### src/rtl/pipelined_adder.sv
// Pipelined WIDTH-bit add/subtract: one CW-bit chunk resolved per stage, carry registered between stages.
// Valid/ready handshakes on both sides; a stalled output freezes the whole pipe.
module pipelined_adder #(
    parameter int WIDTH  = 32,
    parameter int STAGES = 4
) (
    input  logic             clk,
    input  logic             rst,
    input  logic             in_valid,
    output logic             in_ready,
    input  logic             SUB,
    input  logic [WIDTH-1:0] A,
    input  logic [WIDTH-1:0] B,
    input  logic             C_in,
    output logic             out_valid,
    input  logic             out_ready,
    output logic [WIDTH-1:0] S,
    output logic             C_out,
    output logic             V
);

    localparam int CW = WIDTH / STAGES;

    if ((STAGES < 1) || (STAGES > WIDTH) || ((WIDTH % STAGES) != 0)) begin : g_bad_params
        $error("pipelined_adder: WIDTH must be a multiple of STAGES, 1 <= STAGES <= WIDTH");
    end

    logic              stall;
    logic              adv;
    logic [STAGES-1:0] vld_q;
    logic [STAGES-1:0] vld_d;
    logic [WIDTH-1:0]  b_eff;
    logic              cin0;

    assign stall     = vld_q[STAGES-1] & ~out_ready;
    assign adv       = ~stall;
    assign in_ready  = adv;
    assign out_valid = vld_q[STAGES-1];

    assign b_eff = SUB ? ~B : B;
    assign cin0  = SUB | C_in;

    // Bubbles travel with the data; nothing is compressed.
    assign vld_d = (vld_q << 1) | STAGES'(in_valid);

    always_ff @(posedge clk or posedge rst) begin
        if (rst) begin
            vld_q <= '0;
        end else if (adv) begin
            vld_q <= vld_d;
        end
    end

    for (genvar s = 0; s < STAGES; s++) begin : g_stg
        localparam int IW = WIDTH - s * CW;   // operand bits still unconsumed on entry
        localparam int RW = (s + 1) * CW;     // result bits held after this stage

        logic [IW-1:0] a_in;
        logic [IW-1:0] b_in;
        logic          cy_in;
        logic [CW-1:0] a_c;
        logic [CW-1:0] b_c;
        logic [CW:0]   sum_c;
        logic [RW-1:0] res_d;
        logic [RW-1:0] res_q;
        logic          cy_q;

        if (s == 0) begin : g_src
            assign a_in  = A;
            assign b_in  = b_eff;
            assign cy_in = cin0;
            assign res_d = sum_c[CW-1:0];
        end else begin : g_src
            assign a_in  = g_stg[s-1].g_ops.a_q;
            assign b_in  = g_stg[s-1].g_ops.b_q;
            assign cy_in = g_stg[s-1].cy_q;
            assign res_d = {sum_c[CW-1:0], g_stg[s-1].res_q};
        end

        assign a_c   = a_in[CW-1:0];
        assign b_c   = b_in[CW-1:0];
        assign sum_c = {1'b0, a_c} + {1'b0, b_c} + {{CW{1'b0}}, cy_in};

        always_ff @(posedge clk or posedge rst) begin
            if (rst) begin
                res_q <= '0;
                cy_q  <= 1'b0;
            end else if (adv) begin
                res_q <= res_d;
                cy_q  <= sum_c[CW];
            end
        end

        if (IW > CW) begin : g_ops
            logic [IW-CW-1:0] a_q;
            logic [IW-CW-1:0] b_q;

            always_ff @(posedge clk or posedge rst) begin
                if (rst) begin
                    a_q <= '0;
                    b_q <= '0;
                end else if (adv) begin
                    a_q <= a_in[IW-1:CW];
                    b_q <= b_in[IW-1:CW];
                end
            end
        end

        if (s == STAGES - 1) begin : g_last
            logic v_q;

            // Carry into the MSB is recovered as a ^ b ^ sum at that bit.
            always_ff @(posedge clk or posedge rst) begin
                if (rst) begin
                    v_q <= 1'b0;
                end else if (adv) begin
                    v_q <= sum_c[CW] ^ (a_c[CW-1] ^ b_c[CW-1] ^ sum_c[CW-1]);
                end
            end
        end
    end

    assign S     = g_stg[STAGES-1].res_q;
    assign C_out = g_stg[STAGES-1].cy_q;
    assign V     = g_stg[STAGES-1].g_last.v_q;

endmodule

### config.mk
export PLATFORM = sky130hd
export DESIGN_NAME = pipelined_adder
export DESIGN_NICKNAME = d
export VERILOG_FILES = /design/src/rtl/pipelined_adder.sv
export SDC_FILE = /design/constraint.sdc
export NUM_CORES = 1
export LEC_CHECK = 0
export ABC_AREA = 1
export CAP_MARGIN = 0
export CORE_ASPECT_RATIO = 0.7
export CORE_UTILIZATION = 50
export DETAILED_ROUTE_END_ITERATION = 12
export PLACE_DENSITY = 0.76
export SETUP_SLACK_MARGIN = 0.15
export SYNTH_ARGS = -nofsm -noshare
export SYNTH_HDL_FRONTEND = slang
export SYNTH_SLANG_ARGS = --single-unit
### constraint.sdc
create_clock -name clk -period 5.8 [get_ports clk]
set_clock_uncertainty 0.05 [all_clocks]
set_input_delay 0.58 -clock clk [delete_from_list [all_inputs] [get_ports clk]]
set_output_delay 0.58 -clock clk [all_outputs]
set_load 0.1 [all_outputs]
Yosys cells after proc, flatten, opt, wreduce, memory -nomap -nowiden
Cells that the tools add are included.
- bitwise gates (word level): 9
- add/sub/neg operators: 8
- multiplexer cells: 1
- operators with widths (operator ; number):
    adder 8 x 8 -> 9 bit ; 4
    adder 9 x 1 -> 9 bit ; 4
    2-to-1 mux 32 bit ; 1
    inverter 32 bit ; 1
    OR 4 x 1 -> 4 bit ; 1
    bitwise XOR 1 bit ; 3
    inverter 1 bit ; 2
    bitwise AND 1 bit ; 1
    OR 1 bit ; 1
- output and inout bits: 36
- logic and storage cells: 34
- bits of input ports: 70
- register bits: 185

Longest topological paths before layout
- depth in word-level cells: 4
- mapped depth: 12
- mapped depth without buffers: 11

Worst setup path after synthesis
OpenSTA, ideal clock, no wires.
- path kind: input to register
- start: input port SUB
- end: register g_stg[0].cy_q
- buffers on the path: 2
- data arrival time: 2.231 ns
- setup time: 0.118 ns
- stages on the path: 11
- path slack: 3.401 ns
- data required time: 5.632 ns
- path through: buf_4 -> buf_4 -> or2_2 -> fa_1 -> inv_1 -> fa_1 -> inv_1 -> nand4_1 -> nand3_1 -> a21oi_1 -> nor2_1
- word-level cells in the longest chain between the ends: 3
- ends and longest elaborated chain (item ; RTL line ; text):
    from (decl) ; 11 ; input logic SUB,
    2-to-1 mux 32 bit ; 40 ; assign b_eff = SUB ? ~B : B;
    adder 8 x 8 -> 9 bit ; 82 ; assign sum_c = {1'b0, a_c} + {1'b0, b_c} + {{CW{1'b0}}, cy_in};
    adder 9 x 1 -> 9 bit * ; 82 ;
    to (signal assigned) ; 90 ; cy_q <= sum_c[CW];
    to (decl) ; 66 ; logic cy_q;
Mark *: on every way between the ends. The rest lies on a longest branch, timed or not.
A chain may end at the register's enable or synchronous reset.

Worst setup path in the final report
- start: input port out_ready
- end: output port in_ready
- word-level cells in the longest chain between the ends: 3
- ends and longest elaborated chain (item ; RTL line ; text):
    from (decl) ; 16 ; input logic out_ready,
    inverter 1 bit ; 35 ; assign stall = vld_q[STAGES-1] & ~out_ready;
    bitwise AND 1 bit ; 35 ;
    inverter 1 bit ; 36 ; assign adv = ~stall;
    to (decl) ; 10 ; output logic in_ready,
Every way passes these cells.

==> results.md <==
- The final-stage net count is ~1200.
- The number of synthesized register bits is ~190.
- Routability-driven placement finished with a final weighted congestion of about 0.83.
- The number of nets handed over by synthesis was 1104.
- Of the total synthesized cell area, the portion taken by AND, OR, NAND and NOR gates is 0.234.
- The total number of placement rows is 39.
- The tree is rooted in a sky130_fd_sc_hd__clkbuf_16.
- The layout cell share with drive strength beyond 1 is 0.0366.
- The count of TritonRoute iterations in the first routing pass is 5.
- The type of element launching the critical path is an input pin.
- The instance count along the most critical hold path is 2.
- Yosys mapped a number of flops with a built-in enable equal to 0.
- The clock buffer count from CTS is 17.
- In this run the number of H-tree levels came out at 4.
- Counting buffers and inverters, the worst setup path is 4 cells deep.
- Setup repair after global routing left no endpoint under its margin.
- The post-CTS setup-driven buffer insertion count is 0.
- The instance count of the mapped netlist is between 900 and 1000.
- The number of global-route vias before repair was roughly 6000.
- The tree built by TritonCTS fans out to about 190 sinks.
- By area, the combinational part of the netlist is dominated by simple AND/OR/NAND/NOR gates.
- Counting flops with an async set or reset pin after synthesis yields a share of 1.00.
- Clock-pin slew was measured on the worst setup and hold paths at 0.06 ns.
- For this run, the register share of the synthesized area comes to 0.541.
- STA classifies the critical path endpoint as a primary output.
- Counting along the longest clock path gives a buffer depth of 2.
- The count of buffers added on input and output ports is around 110.
- The region available for standard cell placement spans between 15000 and 20000 um^2.
- Walking the worst path, the cells encountered are clkdlybuf4s50_1 > nor2_4 > inv_4 > clkdlybuf4s50_1.
- The highest net fanout along the worst path is 53.
- Dividing the final minimum period by the clock period gives 0.581.
- The count of final hold-check violations is 0.
- For this design the ratio of total power to cell area is about 610 nW/um^2.
- The endpoint arrival time on the critical path is about 2.7 ns.
- At the pin with the least slew margin, the transition time is a little under 1 ns.
- The final non-filler cell area is about 10000 um^2.
- The total detailed-routing wirelength is around 17 mm.
- The I/O pin count is about 110.
- The xor and xnor area share after synthesis is 0.0378.
- The cell family with the largest share of critical-path delay is buffers and inverters.
- The floorplan step defined a die boundary enclosing about 18000 um^2.
- For this run, the leading register cell type out of synthesis is sky130_fd_sc_hd__dfrtp_1.
- The area fraction in compound gates after synthesis is 0.0672.
- The total negative slack is 0 ns.
- The post-synth design cell area is around 8600 um^2.
- Timing would allow up to 297 MHz.
- After detailed routing, the average wire length per cell comes to about 13 um.
- The worst setup path is of the input pin to primary output kind.
- The overall overflow remaining after global route is 0.
- The path class of the tightest hold or removal check is flip-flop to flip-flop.
- The share of synthesized cell area in full adder, half adder and majority cells is 0.0596.
- Measured against the total synthesized area, the mux share comes to 0.
- The total buffers and inverters traversed by the critical path is 3.
- The distinct cell type count of the synthesized netlist is 27.
- The most used cell along the critical path is sky130_fd_sc_hd__clkdlybuf4s50_1.
- The final count of pins violating max slew is 0.
- The synthesis-to-finish area growth is 20.5%.
- The maximum number of pins on one net before global-route repair is 221.
- The length in cells of the worst reg-to-reg path is 6.
- The setup violation total in the final timing report is 0.
- The total via count after detailed routing is 6338.
- The initial utilization of the core area, before any placement, comes to 0.518.
- After synthesis, the mean cell area works out to roughly 8.6 um^2.
- The layout filler cell count is between 1000 and 1500.
- The average vias per placed instance is between 4 and 5.
- The run finished with clean final reports.
- The first global-routing pass estimated between 20 and 30 mm of wire.
- In this run, the number of DRC markers left after iteration 0 of detailed routing was about 440.
- In this run the cell area measured after placement is just under 10000 um^2.
- Subtracting the final worst setup slack from the clock period gives about 3.4 ns.
- Max-cap violations in this run came to 0.
- The later pin in the worst-skew pair is clocked with a latency of between 0.4 and 0.5 ns.
- The leakage component of the power is 5.18 nW.
- The number of design rule violations left after detail routing is 0.
- Yosys printed 0 warnings.
- For this run, the slowest stage of the critical path takes about 1.2 ns.
- The critical path data required time is about 5.2 ns.
- In this run the vertical extent of the chip is between 100 and 150 um.
- The detail route stage leaves a number of antenna-violating nets equal to 0.
- The number of antenna violations at the first check in global routing is 1.
- The worst voltage drop across the vdd grid is 0.408 mV.
- The total half-perimeter wirelength after legalization and detailed placement is roughly 11 mm.
- The post-cts sizing count is 0.
- The cell with the biggest individual delay on the critical path is sky130_fd_sc_hd__clkdlybuf4s50_1.
- In this run the tightest slew margin relative to its limit is 0.342.
- The TritonCTS clock tree is done.
- The number of hold buffers added after CTS is 0.
- The overall global routing resource usage is 0.205.
- The width of the die is roughly 160 um.
area by class of cell:
type / instances / area [um^2] / area share
Clock buffer: 20 / 457 / 0.0442
Inverter: 74 / 284 / 0.0275
Antenna cell: 1 / 2.50 / 0.000242
Timing Repair Buffer: 108 / 1090 / 0.106
Clock inverter: 12 / 163 / 0.0158
Tap cell: 225 / 282 / 0.0273
Sequential cell: 185 / 4630 / 0.449
Multi-Input combinational cell: 695 / 3410 / 0.330
cell usage after synthesis (all sizes together), types with 2 or more instances:
cell type,n,area (um^2)
o21ai,89,445
ha,28,350
or2,3,18.8
dfrtp,185,4630
fa,8,160
inv,74,278
clkbuf,6,22.5
xnor2,29,254
nand4,6,37.5
a211oi,2,15.0
buf,38,224
nor2,17,71.3
nand3,27,135
a21oi,19,95.1
nand2,448,1680
o22ai,2,12.5
xor2,8,70.1
nand3b,6,45.0
registers in the layout (all words and copies together) (netlist names):
signal	count
V	1
g_stg.res_q	48
g_stg.g_ops.b_q	48
g_stg.cy_q	3
vld_q	4
C_out	1
g_stg.g_ops.a_q	48
S	32
placed cells by master (no fill, tap or decap), types with 2 or more instances in the layout:
cell type and n:
sky130_fd_sc_hd__xor2_1 8, sky130_fd_sc_hd__a211oi_1 2, sky130_fd_sc_hd__clkinv_4 3, sky130_fd_sc_hd__inv_6 2, sky130_fd_sc_hd__a21oi_1 19, sky130_fd_sc_hd__ha_1 28, sky130_fd_sc_hd__inv_1 72, sky130_fd_sc_hd__nor2_1 16
sky130_fd_sc_hd__xnor2_1 29, sky130_fd_sc_hd__o21ai_1 4, sky130_fd_sc_hd__clkinv_2 2, sky130_fd_sc_hd__o22ai_1 2, sky130_fd_sc_hd__clkdlybuf4s50_1 104, sky130_fd_sc_hd__clkbuf_16 17, sky130_fd_sc_hd__fa_1 8, sky130_fd_sc_hd__nand3b_1 6
sky130_fd_sc_hd__nand3_1 27, sky130_fd_sc_hd__or2_2 2, sky130_fd_sc_hd__buf_12 2, sky130_fd_sc_hd__clkbuf_8 2, sky130_fd_sc_hd__o21ai_0 85, sky130_fd_sc_hd__nand4_1 6, sky130_fd_sc_hd__dfrtp_1 185, sky130_fd_sc_hd__nand2_1 448
sky130_fd_sc_hd__bufinv_16 3, sky130_fd_sc_hd__clkinvlp_4 2
worst register-to-register path: cells and delay by family, from the launching register on:
family	cells	cell delay [ns]
AND/OR/NAND/NOR	2	0.29
flip-flops	1	0.37
AO/OA/AOI/OAI	1	0.18
buffers and inverters	3	1.26
power by group:
group / internal (mW) / switching [mW] / total (mW) / leakage [nW]
combinational: 0.881 / 2.05 / 2.93 / 2.64
sequential: 1.87 / 0.325 / 2.19 / 2.24
clock: 0.707 / 0.499 / 1.21 / 0.303
per-layer routing:
layer,GRT usage,part of all wire,vias up,wire (um)
met5,0,0,-,0
met4,0.0628,0.011,0,180
met3,0.0529,0.047,16,788
met2,0.285,0.42,120,7050
met1,0.311,0.52,2920,8600
li1,-,-,3282,-
logic make-up (layout without fill, tap and decap cells):
family	Yosys count	after routing
DFF	185	185
and+or+nand+nor	509	509
other	0	1
xor gates and xnor gates	37	37
buffers and inverters	118	214
AOI/OAI and AO/OA	113	113
adders and majority gates	36	36
stage by stage:
step / hold WS [ns] / setup slack [ns] / instances / total power [mW] / util
5_1_grt: 0.435 / 2.36 / 1319 / 6.81 / 0.624
3_3_place_gp: 0.400 / 2.43 / 1287 / 5.05 / 0.586
6_report: 0.413 / 2.43 / 1320 / 6.33 / 0.624
3_5_place_dp: 0.402 / 2.42 / 1287 / 5.13 / 0.586
4_1_cts: 0.416 / 2.42 / 1319 / 6.37 / 0.624
2_1_floorplan: 0.370 / 2.79 / 998 / 4.43 / -
worst paths after layout:
kind,start,end,slack [ns]
min in group asynchronous,rst,S[17]$_DFFE_PP0N_,0.72
max in group asynchronous,rst,g_stg[0].g_ops.b_q[3]$_DFFE_PP0N_,4.30
hold / removal,vld_q[0]$_DFFE_PP0N_,vld_q[1]$_DFFE_PP0N_,0.41
hold reg to reg,vld_q[0]$_DFFE_PP0N_,vld_q[1]$_DFFE_PP0N_,0.41
setup / recovery,out_ready,in_ready,2.43
setup reg to reg,vld_q[3]$_DFFE_PP0N_,g_stg[1].res_q[13]$_DFFE_PP0N_,3.57
Power figures use the tool's default switching activity.
